### src/rtl/ex_stage.sv
// ex_stage: execute stage that sits directly after the ID/EX pipeline register.
//   - Forwards rs1/rs2 from its own EX/MEM register (priority) or from MEM/WB.
//   - Single-cycle ALU with a result latency of one edge.
//   - Optional iterative MUL/DIVU/REMU unit. It is built only when the macro
//     EX_MULDIV_EN is defined. While the unit is busy it stalls the front end.
//   - Writes every result into the EX/MEM output register owned by this block.
// Ports:
//   CLK, RST            clock; asynchronous active-high reset
//   Valid, ALUOp        instruction present, operation code
//   PC, rs1val, rs2val, auipcOrlui   ID/EX operands and immediate
//   ALUSourceA/B        operand select (A: rs1/PC, B: rs2/imm/4/0)
//   IDEXrs1/rs2/rd, IDEXregWrite     ID/EX register indices, write enable
//   MEMWBrd, MEMWBregWrite, MEMWBResult   MEM/WB forwarding source
//   Flush               kill the instruction in EX, abort any muldiv
//   Stall               freeze PC, IF/ID and ID/EX
//   EXMEM*              registered result, store data, rd, write enable, valid
module ex_stage #(
    parameter int XLEN      = 32,
    parameter int MD_CYCLES = 32
) (
    input  logic            CLK,
    input  logic            RST,
    input  logic            Valid,
    input  logic [4:0]      ALUOp,
    input  logic [XLEN-1:0] PC,
    input  logic [XLEN-1:0] rs1val,
    input  logic [XLEN-1:0] rs2val,
    input  logic [XLEN-1:0] auipcOrlui,
    input  logic            ALUSourceA,
    input  logic [1:0]      ALUSourceB,
    input  logic [4:0]      IDEXrs1,
    input  logic [4:0]      IDEXrs2,
    input  logic [4:0]      IDEXrd,
    input  logic            IDEXregWrite,
    input  logic [4:0]      MEMWBrd,
    input  logic            MEMWBregWrite,
    input  logic [XLEN-1:0] MEMWBResult,
    input  logic            Flush,
    output logic            Stall,
    output logic [XLEN-1:0] EXMEMResult,
    output logic [XLEN-1:0] EXMEMrs2val,
    output logic [4:0]      EXMEMrd,
    output logic            EXMEMregWrite,
    output logic            EXMEMvalid
);

    logic [XLEN-1:0] fwd_rs1, fwd_rs2, op_a, op_b, alu_res;
    logic [4:0]      shamt;
    logic            md_done;
    logic [XLEN-1:0] md_res;
    logic [4:0]      md_rd;
    logic            md_rw;

    // Register 0 never forwards. EX/MEM is younger than MEM/WB, so it wins.
    always_comb begin
        fwd_rs1 = rs1val;
        if (EXMEMregWrite && EXMEMrd != 5'd0 && EXMEMrd == IDEXrs1)
            fwd_rs1 = EXMEMResult;
        else if (MEMWBregWrite && MEMWBrd != 5'd0 && MEMWBrd == IDEXrs1)
            fwd_rs1 = MEMWBResult;

        fwd_rs2 = rs2val;
        if (EXMEMregWrite && EXMEMrd != 5'd0 && EXMEMrd == IDEXrs2)
            fwd_rs2 = EXMEMResult;
        else if (MEMWBregWrite && MEMWBrd != 5'd0 && MEMWBrd == IDEXrs2)
            fwd_rs2 = MEMWBResult;
    end

    always_comb begin
        op_a = ALUSourceA ? PC : fwd_rs1;
        case (ALUSourceB)
            2'd0:    op_b = fwd_rs2;
            2'd1:    op_b = auipcOrlui;
            2'd2:    op_b = XLEN'(4);
            default: op_b = '0;
        endcase
    end

    assign shamt = op_b[4:0];

    // Codes 16-18 fall into the default arm here; the muldiv unit produces them.
    always_comb begin
        alu_res = '0;
        case (ALUOp)
            5'd0:    alu_res = op_a + op_b;
            5'd1:    alu_res = op_a - op_b;
            5'd2:    alu_res = op_a << shamt;
            5'd3:    alu_res = XLEN'($signed(op_a) < $signed(op_b));
            5'd4:    alu_res = XLEN'(op_a < op_b);
            5'd5:    alu_res = op_a ^ op_b;
            5'd6:    alu_res = op_a >> shamt;
            5'd7:    alu_res = XLEN'($signed(op_a) >>> shamt);
            5'd8:    alu_res = op_a | op_b;
            5'd9:    alu_res = op_a & op_b;
            5'd10:   alu_res = op_b;
            default: alu_res = '0;
        endcase
    end

`ifdef EX_MULDIV_EN
    // state   | meaning
    // MD_IDLE | no muldiv in flight; issue when a muldiv op is valid
    // MD_BUSY | one shift-add / restoring-divide step per cycle
    // MD_DONE | result ready; EX/MEM loads it on this edge
    typedef enum logic [1:0] {MD_IDLE, MD_BUSY, MD_DONE} md_state_t;

    localparam int CNT_W = $clog2(MD_CYCLES + 1);

    md_state_t       state, state_nx;
    logic [CNT_W-1:0] md_cnt;
    logic [XLEN-1:0] md_a, md_b, md_acc;
    logic [1:0]      md_op;
    logic            is_md_op, md_issue;
    logic [XLEN:0]   rem_sh;

    assign is_md_op = (ALUOp == 5'd16) || (ALUOp == 5'd17) || (ALUOp == 5'd18);
    assign md_issue = !RST && (state == MD_IDLE) && Valid && is_md_op && !Flush;
    assign Stall    = md_issue || (!RST && (state == MD_BUSY) && !Flush);
    assign md_done  = (state == MD_DONE);
    // md_op: 0 MUL, 1 DIVU, 2 REMU. Quotient builds up in md_b, remainder in md_acc.
    assign md_res   = (md_op == 2'd1) ? md_b : md_acc;
    assign rem_sh   = {md_acc, md_b[XLEN-1]};

    always_comb begin
        state_nx = state;
        case (state)
            MD_IDLE: if (md_issue) state_nx = MD_BUSY;
            MD_BUSY: if (md_cnt == CNT_W'(1)) state_nx = MD_DONE;
            MD_DONE: state_nx = MD_IDLE;
            default: state_nx = MD_IDLE;
        endcase
        if (Flush) state_nx = MD_IDLE;
    end

    always_ff @(posedge CLK or posedge RST) begin
        if (RST) state <= MD_IDLE;
        else     state <= state_nx;
    end

    // Operands are latched at issue, so later MEM/WB activity cannot disturb them.
    // A zero divisor needs no special case: every compare succeeds, giving an
    // all-ones quotient and leaving the dividend as the remainder.
    always_ff @(posedge CLK or posedge RST) begin
        if (RST) begin
            md_a   <= '0;
            md_b   <= '0;
            md_acc <= '0;
            md_op  <= '0;
            md_cnt <= '0;
            md_rd  <= '0;
            md_rw  <= 1'b0;
        end else if (md_issue) begin
            md_op  <= ALUOp[1:0];
            md_rd  <= IDEXrd;
            md_rw  <= IDEXregWrite;
            md_cnt <= CNT_W'(MD_CYCLES);
            md_acc <= '0;
            if (ALUOp == 5'd16) begin
                md_a <= op_a;
                md_b <= op_b;
            end else begin
                md_a <= op_b;
                md_b <= op_a;
            end
        end else if (state == MD_BUSY) begin
            md_cnt <= md_cnt - CNT_W'(1);
            if (md_op == 2'd0) begin
                if (md_b[0]) md_acc <= md_acc + md_a;
                md_a <= md_a << 1;
                md_b <= md_b >> 1;
            end else if (rem_sh >= {1'b0, md_a}) begin
                md_acc <= rem_sh[XLEN-1:0] - md_a;
                md_b   <= {md_b[XLEN-2:0], 1'b1};
            end else begin
                md_acc <= rem_sh[XLEN-1:0];
                md_b   <= {md_b[XLEN-2:0], 1'b0};
            end
        end
    end
`else
    logic [31:0] unused_md_cycles;
    assign unused_md_cycles = MD_CYCLES;
    assign Stall   = 1'b0;
    assign md_done = 1'b0;
    assign md_res  = '0;
    assign md_rd   = '0;
    assign md_rw   = 1'b0;
`endif

    // A bubble clears valid/regWrite/rd. Result and store data keep their old
    // values, which avoids toggling the wide buses.
    always_ff @(posedge CLK or posedge RST) begin
        if (RST) begin
            EXMEMResult   <= '0;
            EXMEMrs2val   <= '0;
            EXMEMrd       <= '0;
            EXMEMregWrite <= 1'b0;
            EXMEMvalid    <= 1'b0;
        end else if (Flush) begin
            EXMEMrd       <= '0;
            EXMEMregWrite <= 1'b0;
            EXMEMvalid    <= 1'b0;
        end else if (md_done) begin
            EXMEMResult   <= md_res;
            EXMEMrs2val   <= fwd_rs2;
            EXMEMrd       <= md_rd;
            EXMEMregWrite <= md_rw;
            EXMEMvalid    <= 1'b1;
        end else if (Valid && !Stall) begin
            EXMEMResult   <= alu_res;
            EXMEMrs2val   <= fwd_rs2;
            EXMEMrd       <= IDEXrd;
            EXMEMregWrite <= IDEXregWrite;
            EXMEMvalid    <= 1'b1;
        end else begin
            EXMEMrd       <= '0;
            EXMEMregWrite <= 1'b0;
            EXMEMvalid    <= 1'b0;
        end
    end

endmodule
### config.mk
export PLATFORM = sky130hd
export DESIGN_NAME = ex_stage
export DESIGN_NICKNAME = d
export VERILOG_FILES = /design/src/rtl/ex_stage.sv
export SDC_FILE = /design/constraint.sdc
export NUM_CORES = 1
export LEC_CHECK = 0
export ABC_AREA = 1
export BUFFER_PORTS_ARGS = -buffer_cell sky130_fd_sc_hd__buf_2
export CORE_MARGIN = 5
export CORE_UTILIZATION = 54
export CTS_BUF_LIST = sky130_fd_sc_hd__clkbuf_8
export CTS_CLUSTER_SIZE = 20
export DETAILED_ROUTE_END_ITERATION = 10
export PLACE_DENSITY = 0.84
export SYNTH_ARGS = -nofsm -noshare
export SYNTH_HDL_FRONTEND = slang
export SYNTH_SLANG_ARGS = --single-unit
### constraint.sdc
create_clock -name CLK -period 3.9 [get_ports CLK]
set_input_delay 0.585 -clock CLK [delete_from_list [all_inputs] [get_ports CLK]]
set_output_delay 0.585 -clock CLK [all_outputs]
set_load 0.03 [all_outputs]
==> results.sh, run 1 <==
export IMPL_rows=60
export IMPL_place_hpwl_microns=62500
export IMPL_dieHeight_microns=174
export IMPL_error="[ERROR GRT-0232] Routing congestion too high. Check the congestion heatmap in the GUI."
export IMPL_crit_endpoint="EXMEMResult[19]$_DFFE_PP0P_/D"
export IMPL_ys_types=59
export IMPL_place_congestion=1.19
export IMPL_numCtsBuffers=9
export IMPL_synth_edf_count=0
export IMPL_syn_nets=2939
export IMPL_pin_count=266
export IMPL_cts_sinks=71
export IMPL_hold_buffers=0
export IMPL_htree_levels=3
export IMPL_synthArstFlopShare_pct=100
export IMPL_clk_root_buffer_cell="clkbuf_8"
export IMPL_synth_area_sq_um=14500
export IMPL_die_w_microns=174
export IMPL_yosys_warnings=0
export IMPL_synth_area_per_cell_sq_um=5.50
export IMPL_ys_ff_latch=71
export IMPL_yosysSeqAreaShare_pct=12.2
export IMPL_io_buffers=264
export IMPL_synthFlopType="dfrtp_1"
export IMPL_haltStage="global routing"
export IMPL_status="aborted with a tool error"
export IMPL_grt_overflow_total=3
export IMPL_grt_usage_pct=75.2
export IMPL_worstEndpointType="register input"
export IMPL_initial_core_util_pct=54.4
export IMPL_grt_max_degree=71
export IMPL_syn_inst=2646
export IMPL_cts_buffer_depth=2
==> Yosys cell counts (31+ instances only) <==
cell type / instances / area [sq um]
or2_2: 36 / 225
nor2_1: 166 / 623
o21ai_0: 163 / 816
a21oi_1: 156 / 781
o22ai_1: 31 / 194
o21ai_1: 42 / 210
ha_1: 97 / 1210
buf_2: 50 / 250
clkbuf_1: 53 / 199
nand3_1: 393 / 1970
inv_1: 290 / 1090
nand2_1: 816 / 3060
dfrtp_1: 71 / 1780
==> kinds of logic after synthesis <==
logic type | count (synthesis) | synth area share, %
XOR/XNOR | 25 | 1.51
buffers and inverters | 445 | 12.9
other | 1 | 0.0258
adder cells (fa/ha/maj) | 99 | 8.62
AO/OA/AOI/OAI | 502 | 19.9
flip-flops | 71 | 12.2
AND/OR/NAND/NOR | 1503 | 44.8
==> metrics by stage <==
stage	instances	setup slack, ps	area [sq um]	hold slack, ps	TNS, ps
floorplan	2646	-5.85	14800	662	-10.3
global placement	3568	-1220	19300	460	-21960
detailed placement	3568	-1340	19300	460	-25150
CTS	3665	-411	21300	400	-5140
==> what timing repair did <==
| item | CTS |
|---|---|
| setup endpoints to repair | 28 |
| pin swaps | 116 |
| setup buffers | 84 |
| gates resized for setup | 325 |
==> routing by layer <==
metal | overflow | GRT usage (%)
met4 | 1 | 71.5
met2 | 1 | 91.0
met3 | 0 | 63.9
met1 | 1 | 73.6
met5 | 0 | 40.9
==> inputs of run 2 (changes only) <==
CORE_UTILIZATION = 40   (was 54)
CTS_BUF_LIST = unset   (was sky130_fd_sc_hd__clkbuf_8)
CTS_CLUSTER_SIZE = unset   (was 20)
PLACE_DENSITY = unset   (was 0.84)
PLACE_DENSITY_LB_ADDON = 0.15   (was unset)
clock period = 5.1 ns   (was 3.9 ns; I/O delays follow)
==> run 2 against run 1 <==
Net effect: the run now ends clean; synthesized cell count stayed put; area after synthesis stayed put.
==> results.sh, run 2 <==
export IMPL_p_per_area_nw_per_um2=207
export IMPL_clk_pin_slew_ps=80
export IMPL_peakVddDrop_mv=0.159
export IMPL_synth_area_per_cell_sq_um=5.50
export IMPL_dieHeight_microns=201
export IMPL_initial_core_util_pct=40.7
export IMPL_drtIter0Drc=2931
export IMPL_critPathCaptureType="flip-flop"
export IMPL_synthTopCellsByArea="nand2_1 21%, nand3_1 14%, dfrtp_1 12%"
export IMPL_grt_usage_pct=39.1
export IMPL_synth_largest_area_cell="nand2_1"
export IMPL_rows=69
export IMPL_first_pass_iters=7
export IMPL_yosys_area_top_type_share_pct=21.1
export IMPL_cp_arrival_ps=5220
export IMPL_synthFlopType="dfrtp_1"
export IMPL_synth_common_cells="816 x nand2_1, 393 x nand3_1, 290 x inv_1"
export IMPL_layout_drive_gt1_share_pct=22.9
export IMPL_final_min_clock_period_ps=4960
export IMPL_synth_edf_count=0
export IMPL_dieArea_sq_um=40300
export IMPL_syn_nets=2939
export IMPL_holdPathStages=2
export IMPL_max_slew_margin_pct=20.5
export IMPL_htree_levels=3
export IMPL_tightest_slew_ps=1190
export IMPL_cp_slowest_cell="ha_2"
export IMPL_cts_tree="done"
export IMPL_yosys_mux_area_fraction_pct=0
export IMPL_reg2reg_depth=29
export IMPL_syn_inst=2646
export IMPL_fin_nets=3365
export IMPL_cp_start_kind="input pin"
export IMPL_postPlaceCellArea_sq_um=17900
export IMPL_grt_pass1_vias=19600
export IMPL_pin_count=266
export IMPL_yosys_warnings=0
export IMPL_yosysSeqAreaShare_pct=12.2
export IMPL_fmax_ghz=0.201
export IMPL_final_core_util_pct=51.5
export IMPL_multi_input_area_sq_um=11000
export IMPL_drv_slew=0
export IMPL_layout_commonest_cell="nand2_1"
export IMPL_regArea_sq_um=1780
export IMPL_synth_fa_ha_area_share_pct=8.62
export IMPL_fin_crit_sh_pct=97.3
export IMPL_numCtsBuffers=9
export IMPL_synth_compound_area_share_pct=19.9
export IMPL_synth_area_sq_um=14500
export IMPL_worstPathRequired_ps=5360
export IMPL_hold_violations=0
export IMPL_finalSetupViolations=0
export IMPL_drc_errors=0
export IMPL_cts_buffer_depth=2
export IMPL_stdcell_area_sq_um=18400
export IMPL_layout_common_cells="814 x nand2_1, 392 x nand3_1, 289 x inv_1, 285 x buf_4, 264 x buf_2"
export IMPL_hold_path_class="flip-flop to flip-flop"
export IMPL_p_leak_nw=10.2
export IMPL_ys_types=59
export IMPL_grt_first_pass_wirelength_microns=122000
export IMPL_drtAntennaViolNets=0
export IMPL_synth_top_family_by_area="simple AND/OR/NAND/NOR gates"
export IMPL_synth_xor_area_share_pct=1.51
export IMPL_antenna_found_initial=2
export IMPL_place_congestion=1.10
export IMPL_vias_per_cell=5.89
export IMPL_grt_overflow_total=0
export IMPL_grt_max_degree=72
export IMPL_io_buffers=264
export IMPL_biggestRegsByFlops="EXMEMResult (32), EXMEMrs2val (32), EXMEMrd (5)"
export IMPL_cpMostUsedCell="nand2_1"
export IMPL_clk_root_buffer_cell="clkbuf_16"
export IMPL_cts_sinks=71
export IMPL_fillers=3875
export IMPL_via_count=20900
export IMPL_syn2layout_area_growth_pct=26.5
export IMPL_fin_skew_ps=18.8
export IMPL_wl_microns=83200
export IMPL_path_class="input pin to flip-flop"
export IMPL_yosys_area_share_simple_pct=44.8
export IMPL_routedWlPerCell_microns=23.5
export IMPL_critPathMaxFanout=20
export IMPL_rsz0062_at_grt="yes"
export IMPL_yosysMostFrequentCell="nand2_1"
export IMPL_synthArstFlopShare_pct=100
export IMPL_crit_path_max_incr_delay_ps=410
export IMPL_ys_ff_latch=71
export IMPL_fp_coreArea_sq_um=35700
export IMPL_status="finished clean"
export IMPL_clkLatencyLatePin_ps=370
export IMPL_maxCapViolCount=0
export IMPL_place_hpwl_microns=68200
export IMPL_die_w_microns=201
==> run 2: cell counts after synthesis <==
Identical to the previous run, type by type.
==> run 2: critical path, delay by kind of cell <==
family / cells / cell delay (ps)
compound gates: 6 / 1200
xor+xnor: 2 / 340
fa+ha+maj: 1 / 410
buf+inv: 8 / 1030
simple gates: 11 / 1440
==> run 2: layout make-up <==
class	instances	share of cell area, %
clock buffers	9	1.22
repair buffers	552	19.1
diodes	2	0.0272
multi-input cells	2130	59.9
inverters	308	6.31
flip-flops and latches	71	9.66
well taps	461	3.14
clock inverters	7	0.558
==> run 2: what timing repair did <==
| item | 4_1_cts | 5_1_grt |
|---|---|---|
| pin swaps | 0 | 4 |
| hold buffers | 0 | 0 |
| buffers inserted | 0 | 1 |
| endpoints found under the setup margin | 10 | 21 |
| cloned | 0 | 0 |
| gates resized for setup | 7 | 29 |
| hold endpoints to repair | 0 | 0 |
==> run 2: per-stage QoR <==
step | setup slack [ps] | power (mW) | setup TNS (ps) | hold WS (ps) | cells
global route | -57.5 | 4.01 | -63.6 | 514 | 3540
floorplan | 616 | 1.98 | 0 | 662 | 2646
CTS | 54.6 | 3.73 | 0 | 490 | 3537
detailed placement | -746 | 2.97 | -8180 | 471 | 3521
finish | 135 | 3.81 | 0 | 486 | 3540
global placement | -703 | 2.97 | -8070 | 463 | 3521
==> run 2: cell families (layout without fill, tap and decap cells) <==
kind of cell	Yosys count	after routing
AO/OA/AOI/OAI	502	502
adder cells (fa/ha/maj)	99	99
XOR/XNOR	25	25
buffers and inverters	445	876
AND/OR/NAND/NOR	1503	1503
other	1	3
flip-flops	71	71
==> run 2: path summary, 6_finish.rpt <==
path,endpoint,slack (ps),from
setup / recovery,EXMEMResult[25],140,IDEXrs2[4]
hold / removal,EXMEMrs2val[8],490,EXMEMrs2val[8]
setup reg to reg,EXMEMResult[19],180,EXMEMrd[2]
hold reg to reg,EXMEMrs2val[8],490,EXMEMrs2val[8]
max in group asynchronous,EXMEMrs2val[21],3690,RST
min in group asynchronous,EXMEMResult[9],740,RST
==> run 2: report_power, final <==
part           total, mW  internal [mW]  leakage (nW)  switching (mW)
registers          0.721          0.629         0.922          0.0918
logic               2.34          0.804          9.11            1.53
clock network      0.753          0.436         0.157           0.317
total               3.81           1.87          10.2            1.94
==> run 2: metal layers <==
| layer | routed length (microns) | global-route usage, % | up-vias | part of all wire (%) |
|---|---|---|---|---|
| li1 | - | - | 9536 | - |
| met1 | 32600 | 51.0 | 9705 | 39 |
| met2 | 35600 | 60.4 | 1363 | 43 |
| met3 | 9220 | 8.43 | 263 | 11 |
| met4 | 5780 | 21.3 | 0 | 6.9 |
| met5 | 0 | 0 | - | 0 |
No activity file was read; power rests on OpenSTA's default activity.
